## src/rtl/univ_cnt_sequencer.sv

```systemverilog
// univ_cnt_sequencer
// Turns a stream of commands (clear, load, count down, count up) into
// registered control pulses for an N-bit universal counter. Each command
// starts driving the counter in the cycle after it is accepted.
//
// Configuration macro: CNT_SEQ_CMD_FIFO_EN
//   undefined : one command at a time. cmd_ready_o is high only while idle,
//               so there is one idle cycle between consecutive commands.
//   defined   : 4-entry command FIFO. Queued commands run back-to-back with
//               no gap cycle, in the order they were accepted.
//
// Parameters
//   N : width of the controlled counter and of d_o
//   C : width of cmd_arg_i and of the internal cycle counter (C >= N)
//
// Ports
//   clk_i        clock, all state updates on the rising edge
//   rst_i        synchronous active-high reset
//   cmd_valid_i  command offered this cycle
//   cmd_ready_o  sequencer accepts the offered command this cycle
//   cmd_op_i     00 CLR, 01 LOAD, 10 COUNT_DOWN, 11 COUNT_UP
//   cmd_arg_i    LOAD: value in [N-1:0]; COUNT_*: number of cycles
//   syn_clr_o    counter synchronous clear
//   load_o       counter parallel load
//   en_o         counter enable
//   up_o         counter direction (1 = up)
//   d_o          counter load data
//   busy_o       a command is executing or queued
//   done_o       one-cycle pulse in the final cycle of each command
module univ_cnt_sequencer #(
  parameter int N = 3,
  parameter int C = 8
) (
  input  logic         clk_i,
  input  logic         rst_i,
  input  logic         cmd_valid_i,
  output logic         cmd_ready_o,
  input  logic [1:0]   cmd_op_i,
  input  logic [C-1:0] cmd_arg_i,
  output logic         syn_clr_o,
  output logic         load_o,
  output logic         en_o,
  output logic         up_o,
  output logic [N-1:0] d_o,
  output logic         busy_o,
  output logic         done_o
);

  typedef enum logic [1:0] {
    IDLE  = 2'd0,
    CLR   = 2'd1,
    LOAD  = 2'd2,
    COUNT = 2'd3
  } state_t;

  state_t       state_q, state_d;
  logic [C-1:0] cycleCnt_q, cycleCnt_d;
  logic         dir_q, dir_d;

  logic         synClr_q, synClr_d;
  logic         load_q, load_d;
  logic         en_q, en_d;
  logic         up_q, up_d;
  logic [N-1:0] data_q, data_d;
  logic         busy_q, busy_d;
  logic         done_q, done_d;

  logic         push;
  logic         finishing;
  logic         startReq;
  logic [1:0]   startOp;
  logic [C-1:0] startArg;
  logic         queueBusy;

  // cycleCnt_q holds the number of enable cycles still to run, including
  // the current one, so a COUNT command is in its last cycle at 1 (or 0
  // for a zero-length count).
  assign finishing = (state_q == CLR) || (state_q == LOAD) ||
                     ((state_q == COUNT) && (cycleCnt_q <= C'(1)));

`ifdef CNT_SEQ_CMD_FIFO_EN
  // The executing command stays at the FIFO head until its final cycle, so
  // occupancy counts it too; this is what limits the sequencer to four
  // outstanding commands.
  logic [1:0]   fifoOp_q  [4];
  logic [C-1:0] fifoArg_q [4];
  logic [1:0]   wrPtr_q, wrPtr_d;
  logic [1:0]   rdPtr_q, rdPtr_d;
  logic [2:0]   count_q, count_d;
  logic [1:0]   rdNext;
  logic         pop;

  assign cmd_ready_o = !rst_i && (count_q != 3'd4);
  assign push        = cmd_valid_i && cmd_ready_o;
  assign rdNext      = rdPtr_q + 2'd1;
  assign pop         = finishing;

  // A new command starts either from the entry behind the head, or straight
  // from the input when nothing else is waiting, so it never loses a cycle.
  always_comb begin
    startReq = 1'b0;
    startOp  = cmd_op_i;
    startArg = cmd_arg_i;
    if (state_q == IDLE) begin
      startReq = push;
    end else if (finishing) begin
      if (count_q >= 3'd2) begin
        startReq = 1'b1;
        startOp  = fifoOp_q[rdNext];
        startArg = fifoArg_q[rdNext];
      end else begin
        startReq = push;
      end
    end
    wrPtr_d   = wrPtr_q + {1'b0, push};
    rdPtr_d   = rdPtr_q + {1'b0, pop};
    count_d   = count_q + {2'b00, push} - {2'b00, pop};
    queueBusy = (count_d != 3'd0);
  end

  // FIFO pointers and occupancy.
  always_ff @(posedge clk_i) begin
    if (rst_i) begin
      wrPtr_q <= 2'd0;
      rdPtr_q <= 2'd0;
      count_q <= 3'd0;
    end else begin
      wrPtr_q <= wrPtr_d;
      rdPtr_q <= rdPtr_d;
      count_q <= count_d;
    end
  end

  // FIFO storage needs no reset; only entries below the occupancy are read.
  always_ff @(posedge clk_i) begin
    if (push) begin
      fifoOp_q[wrPtr_q]  <= cmd_op_i;
      fifoArg_q[wrPtr_q] <= cmd_arg_i;
    end
  end
`else
  assign cmd_ready_o = !rst_i && (state_q == IDLE);
  assign push        = cmd_valid_i && cmd_ready_o;

  // Commands are only accepted while idle, so an accepted command always
  // starts right away from the input.
  always_comb begin
    startReq  = push;
    startOp   = cmd_op_i;
    startArg  = cmd_arg_i;
    queueBusy = 1'b0;
  end
`endif

  // Next-state logic. The control outputs are derived from the next state
  // so that they can be registered and still line up with the state.
  always_comb begin
    state_d    = state_q;
    cycleCnt_d = cycleCnt_q;
    dir_d      = dir_q;
    data_d     = '0;

    case (state_q)
      IDLE: ;
      CLR,
      LOAD: state_d = IDLE;
      COUNT: begin
        if (finishing) begin
          state_d    = IDLE;
          cycleCnt_d = '0;
        end else begin
          cycleCnt_d = cycleCnt_q - C'(1);
        end
      end
    endcase

    if (startReq) begin
      case (startOp)
        2'b00: begin
          state_d    = CLR;
          cycleCnt_d = '0;
        end
        2'b01: begin
          state_d    = LOAD;
          cycleCnt_d = '0;
          data_d     = startArg[N-1:0];
        end
        default: begin
          state_d    = COUNT;
          cycleCnt_d = startArg;
          dir_d      = startOp[0];
        end
      endcase
    end

    synClr_d = (state_d == CLR);
    load_d   = (state_d == LOAD);
    en_d     = (state_d == COUNT) && (cycleCnt_d != '0);
    up_d     = en_d && dir_d;
    done_d   = (state_d == CLR) || (state_d == LOAD) ||
               ((state_d == COUNT) && (cycleCnt_d <= C'(1)));
    busy_d   = (state_d != IDLE) || queueBusy;
  end

  // State and registered outputs. Reset drops everything, including an
  // in-flight command, without a done pulse.
  always_ff @(posedge clk_i) begin
    if (rst_i) begin
      state_q    <= IDLE;
      cycleCnt_q <= '0;
      dir_q      <= 1'b0;
      synClr_q   <= 1'b0;
      load_q     <= 1'b0;
      en_q       <= 1'b0;
      up_q       <= 1'b0;
      data_q     <= '0;
      busy_q     <= 1'b0;
      done_q     <= 1'b0;
    end else begin
      state_q    <= state_d;
      cycleCnt_q <= cycleCnt_d;
      dir_q      <= dir_d;
      synClr_q   <= synClr_d;
      load_q     <= load_d;
      en_q       <= en_d;
      up_q       <= up_d;
      data_q     <= data_d;
      busy_q     <= busy_d;
      done_q     <= done_d;
    end
  end

  assign syn_clr_o = synClr_q;
  assign load_o    = load_q;
  assign en_o      = en_q;
  assign up_o      = up_q;
  assign d_o       = data_q;
  assign busy_o    = busy_q;
  assign done_o    = done_q;

endmodule

```

## config.mk

```make
export PLATFORM = sky130hd
export DESIGN_NAME = univ_cnt_sequencer
export DESIGN_NICKNAME = d
export VERILOG_FILES = /design/src/rtl/univ_cnt_sequencer.sv
export SDC_FILE = /design/constraint.sdc
export NUM_CORES = 1
export LEC_CHECK = 0
export ABC_AREA = 1
export BUFFER_PORTS_ARGS = -buffer_cell sky130_fd_sc_hd__buf_4
export CORE_MARGIN = 2
export CORE_UTILIZATION = 58
export DETAILED_ROUTE_END_ITERATION = 6
export GPL_TIMING_DRIVEN = 1
export PLACE_DENSITY_LB_ADDON = 0.1
export SETUP_SLACK_MARGIN = 0.02
export SKIP_LAST_GASP = 1
export SLEW_MARGIN = 30
export SYNTH_ARGS = -nofsm -noshare
export SYNTH_HDL_FRONTEND = slang
export SYNTH_SLANG_ARGS = --single-unit
```

## constraint.sdc

```tcl
create_clock -name clk_i -period 5.4 [get_ports clk_i]
set_clock_uncertainty 0.2 [all_clocks]
set_input_delay 0 -clock clk_i [delete_from_list [all_inputs] [get_ports clk_i]]
set_output_delay 0 -clock clk_i [all_outputs]
set_load 0.01 [all_outputs]
```

* After elaboration in Yosys (flattened, before gate mapping)
Cells that the tools add are included.
Word-level totals: output and inout bits 10, word-level logic and storage cells 50, flip-flop bits (word level) 20, input bits 13
Cells by class: $lt $le $gt $ge 2, bitwise logic cells 2, equal/unequal tests 7, reductions and logical operators 18, add/sub/neg operators 1, muxes and demuxes 10
Operators with widths (count):
- $mux 8 | 4
- $le 8x1->1 const B | 2
- $eq 2x2->1 const B | 4
- $pmux 2 s2 | 2
- $reduce_bool 8->1 | 1
- $sub 8x1->8 const B | 1
- $eq 2x1->1 const B | 3
- $logic_and 1x1->1 | 6
- $logic_not 2->1 | 2
- $logic_or 1x1->1 | 4
- $mux 2 | 2
- $reduce_or 2->1 | 2
- $reduce_or 3->1 | 1
- $mux 1 | 2
- $not 1->1 | 2
- $reduce_bool 2->1 | 1
- $logic_not 1->1 | 1

* Longest topological paths before layout
depth in word-level cells 9, depth in mapped cells 16, mapped depth without buffers 16

* Worst setup path after synthesis
OpenSTA, ideal clock, no wires.
path kind reg-to-reg, from reg state_q[0], to reg done_q, in the netlist done_o, path slack 3218 ps, stages on the path, launching flop included 15, data required time 5072 ps, arrival time 1854 ps, buffers on the path 0, cell sequence dfxtp_1 inv_1 ha_1 nor2_4 inv_2 nor2_4 nor2_1 nor2_1 inv_1 a21oi_2 inv_1 ha_1 inv_1 nor2_1 nor2_1
On the way: cells in the longest elaborated chain, start to end 9
Ends and longest elaborated chain:
- start, declared | line 56 | state_t state_q, state_d;
- start signal, assigned | line 220 | state_q <= state_d;
- $eq 2x1->1, or another cell as far along | line 78, 163
- $logic_or 1x1->1 or $logic_and 1x1->1 (tied branches) | line 78, 79
- $logic_or 1x1->1 | line 78 | assign finishing = (state_q == CLR) || (state_q == LOAD) ||
- $mux 2 | line 168 | if (finishing) begin
- $pmux 2 s2 | line 163 | case (state_q)
- $mux 2 * | line 177 | if (startReq) begin
- net state_d[0] | line 56
- $eq 2x1->1, or another cell as far along | line 200 | done_d = (state_d == CLR) || (state_d == LOAD) ||
- $logic_or 1x1->1 or $logic_and 1x1->1 (tied branches) | line 200, 201
- $logic_or 1x1->1 * | line 200
- end signal, assigned | line 229 | done_q <= done_d;
- end, declared | line 66 | logic done_q, done_d;
Mark *: on every way through the listed nets, which the timed path passes. The rest lies on a longest branch. A chain may end at the register's enable or synchronous reset.

* Final worst setup path
from reg state_q[1], to reg cycleCnt_q[3]
On the way: cells in the longest elaborated chain, start to end 6
Ends and longest elaborated chain:
- $eq 2x1->1, or another cell as far along | line 78
- $logic_or 1x1->1 or $logic_and 1x1->1 (tied branches) | line 78, 79
- $logic_or 1x1->1 | line 78
- $mux 8 | line 168
- $mux 8 | line 163
- $mux 8 * | line 177
- end signal, assigned | line 221 | cycleCnt_q <= cycleCnt_d;
- end, declared | line 57 | logic [C-1:0] cycleCnt_q, cycleCnt_d;
Mark *: on every way between the ends. The rest lies on a longest branch, timed or not.

==> impl_results.md <==
* Total CTS buffers at 3
* CP startpoint kind: flip-flop
* Drt first pass iters at 5
* I/O pin count at 23
* Clock Path Buffers at 2
* Most frequent cells in the layout: 51 x nand2_1, 34 x inv_1, 30 x nor2_1, 25 x dlygate4sd3_1, 22 x buf_4
* Synth Area in Adders at 8.96%
* Layout cells sized above 1 at a little under a fifth
* Max-cap violations at 0
* Mux share of post-synthesis cell area at 0%
* Hold slack at 0.0372 ns
* Xor-xnor portion of the synthesized cell area at 0.697%
* #FFs+latches synth at 20
* Met3 wire length at 272 µm
* Total number of vias at 1474
* PortBufs at 22
* GRT overflow at 0
* Clock root buffer: clkbuf_4
* Minimum clock period at between 3 and 4 ns
* Complex-gate fraction of the synthesized area at 6.57%
* Post-Syn Area per Cell at between 6 and 7 µm²
* Worst Path Arrival at about 3.3 ns
* GR Util All Layers at a little under two fifths
* Cell Area, Synth at between 0.001 and 0.0015 mm²
* Worst hold path startpoint: cmd_valid_i
* Drt wl/cell at ~16 µm
* Routed wl met2 at 2180 µm
* VDD IR max at 0.216 mV
* Min-Delay Path Class: input port to flip-flop
* Area share of the largest cell type after synthesis at about a third
* # setup viols final at 0
* FP Rows at 16
* FMAX at between 300 and 400 MHz
* Setup Total Neg Slack at 0 ns
* Die Area at roughly 0.0026 mm²
* H-tree lvl count at 1
* DRT Wirelength at between 4000 and 5000 µm
* Crit. End Element: flip-flop
* Vias per cell at about 5.5
* Final slew viol count at 0
* Critical R2R Launch: state_q[1]$_SDFF_PP0_
* First-pass GRT wire length at ~7000 µm
* Commonest non-fill, non-tap cell in the layout: nand2_1
* Initial core utilization at approximately 63%
* Warnings, synthesis at 0
* Clk_lat worst skew at about 0.33 ns
* CP required at roughly 5.5 ns
* Clk sinks at 20
* Outcome: finished, final reports clean
* Synth unique cells at 21
* Die Width at ~50 µm
* WHS Path Cells at 4
* Metal1 wirelength at 1550 µm
* Number of synthesized flops with an enable pin at 0
* Max layer used: met4
* Routed Antenna Nets at 0
* Synth async-reset ratio at 0%
* Synth Instances at roughly 190
* CTS tree: yes
* RSZ-0062 raised after global routing: no
* Core Area at between 0.002 and 0.0025 mm²
* Syn nets at 215
* Reg2reg path depth at 10
* Period utilisation layout at between 50 and 60%
* Top cells by area, synth: dfxtp_1 32%, nand2_1 15%, inv_1 10%, ha_1 9.0%, nor2_1 9.0%
* Worst setup path class: flip-flop to flip-flop
* Reg2reg end: cycleCnt_q[3]$_SDFF_PP0_
* First DRT Iteration DRCs at 54
* Leakage at about 0.9 nW
* Antenna violations before repair at 0
* Clock transition at path regs at 0.13 ns
* Top_reg_cell synth: dfxtp_1
* Synth Area in Simple Gates at 39.0%
* CP max FO at 12
* Post-synthesis sequential area ratio at 31.9%
* Fin. Hold Viols at 0
* Final Core Density at between 80 and 90%
* Area grow syn2layout at 37.8%
* Largest net degree at the start of global routing at 18
* Die height at slightly above 50 µm
* GP Congestion at 0.874
* Reg2reg setup slack at between 2 and 2.5 ns
* DP HPWL at approximately 2100 µm
* Max-slew headroom at 71.3%
* Remaining DRCs at 0
* Main combinational cell family by area after synthesis: simple AND/OR/NAND/NOR gates
* Area leader, netlist: dfxtp_1
* N_diodes at 0
* Pwr dens at about 230 mW/mm²
* Number of global-route vias before repair at 1527
* Hold path endpoint: cycleCnt_q[0]$_SDFF_PP0_
* CTS resizes at 0
* NumNets Final at roughly 260
* Worst slew pin tran at roughly 0.43 ns
-- how the worst max path moves through the flow --
| stage | endpoint | slack, ns | startpoint | depth (start not counted) |
|---|---|---|---|---|
| after CTS | cycleCnt_q[3]$_SDFF_PP0_ | 2.51 | state_q[0]$_SDFF_PP0_ | 10 |
| after detailed placement | done_o$_SDFF_PP0_ | 2.96 | cycleCnt_q[0]$_SDFF_PP0_ | 16 |
| after global routing | cycleCnt_q[3]$_SDFF_PP0_ | 2.08 | state_q[0]$_SDFF_PP0_ | 10 |
| after floorplan | done_o$_SDFF_PP0_ | 3.22 | state_q[0]$_SDFF_PP0_ | 14 |
| after global placement | done_o$_SDFF_PP0_ | 3.13 | cycleCnt_q[0]$_SDFF_PP0_ | 16 |
| final | cycleCnt_q[3]$_SDFF_PP0_ | 2.19 | state_q[1]$_SDFF_PP0_ | 10 |
-- through the flow --
step	cells	instance area [µm²]	worst slack, ns	total power [W]
6_report	268	1730	2.19	0.000399
5_1_grt	268	1730	2.08	0.000415
4_1_cts	268	1730	2.51	0.000383
3_5_place_dp	239	1430	2.96	0.000252
3_3_place_gp	239	1430	3.13	0.000249
2_1_floorplan	193	1260	3.22	0.000227
-- synthesized netlist by cell type (2+ instances only) --
cell,count
nand2_1,51
inv_1,34
nor2_1,30
dfxtp_1,20
a21oi_1,11
nand3_1,10
ha_1,9
nand2_2,7
nor2_4,5
nor2_2,3
buf_6,2
inv_2,2
-- layout make-up --
type,count,area [µm²]
Fill cell,107,270
Inverter,36,135
Tap cell,27,33.8
Sequential cell,20,400
Timing Repair Buffer,47,415
Multi-Input combinational cell,134,694
Clock buffer,3,22.5
Clock inverter,1,30.0
-- timing repair --
item,CTS,global route
hold buffers,25,0
endpoints found under the hold margin,20,0
endpoints found under the setup margin,0,0
setup buffers,0,0
-- sequential cells by signal, indices dropped and copies added, names as in the netlist --
signal,flops
up_o,1
done_o,1
dir_q,1
d_o,3
busy_o,1
state_q,2
syn_clr_o,1
load_o,1
en_o,1
cycleCnt_q,8
-- worst max-delay path: stages, from the launching register on --
cell	delay, ns
dfxtp_1	0.34
inv_1	0.11
ha_1	0.18
inv_1	0.07
nor2_4	0.10
nand2_2	0.20
nor2_2	0.36
nand2_1	0.18
dlygate4sd3_1	0.64
a21oi_1	0.19
dlygate4sd3_1	0.60
-- kinds of logic (layout without fill, tap and decap cells) --
logic type      Yosys count  in the layout
compound gates           15             15
xor+xnor                  1              1
fa+ha+maj                 9              9
buf+inv                  39             87
flops                    20             20
simple gates            109            109
-- layer usage --
metal,track usage (%),up-vias
met3,9.23,35
met1,38.0,686
li1,-,676
met5,0,-
met2,66.4,77
met4,25.7,0
-- power breakdown --
group	leakage, nW	total [W]	switching (W)	internal (W)
sequential	0.163	0.000160	0.00000464	0.000155
clock	0.0279	0.000128	0.0000527	0.0000752
combinational	0.730	0.000111	0.0000661	0.0000450
(Power assumes the default switching activity.)
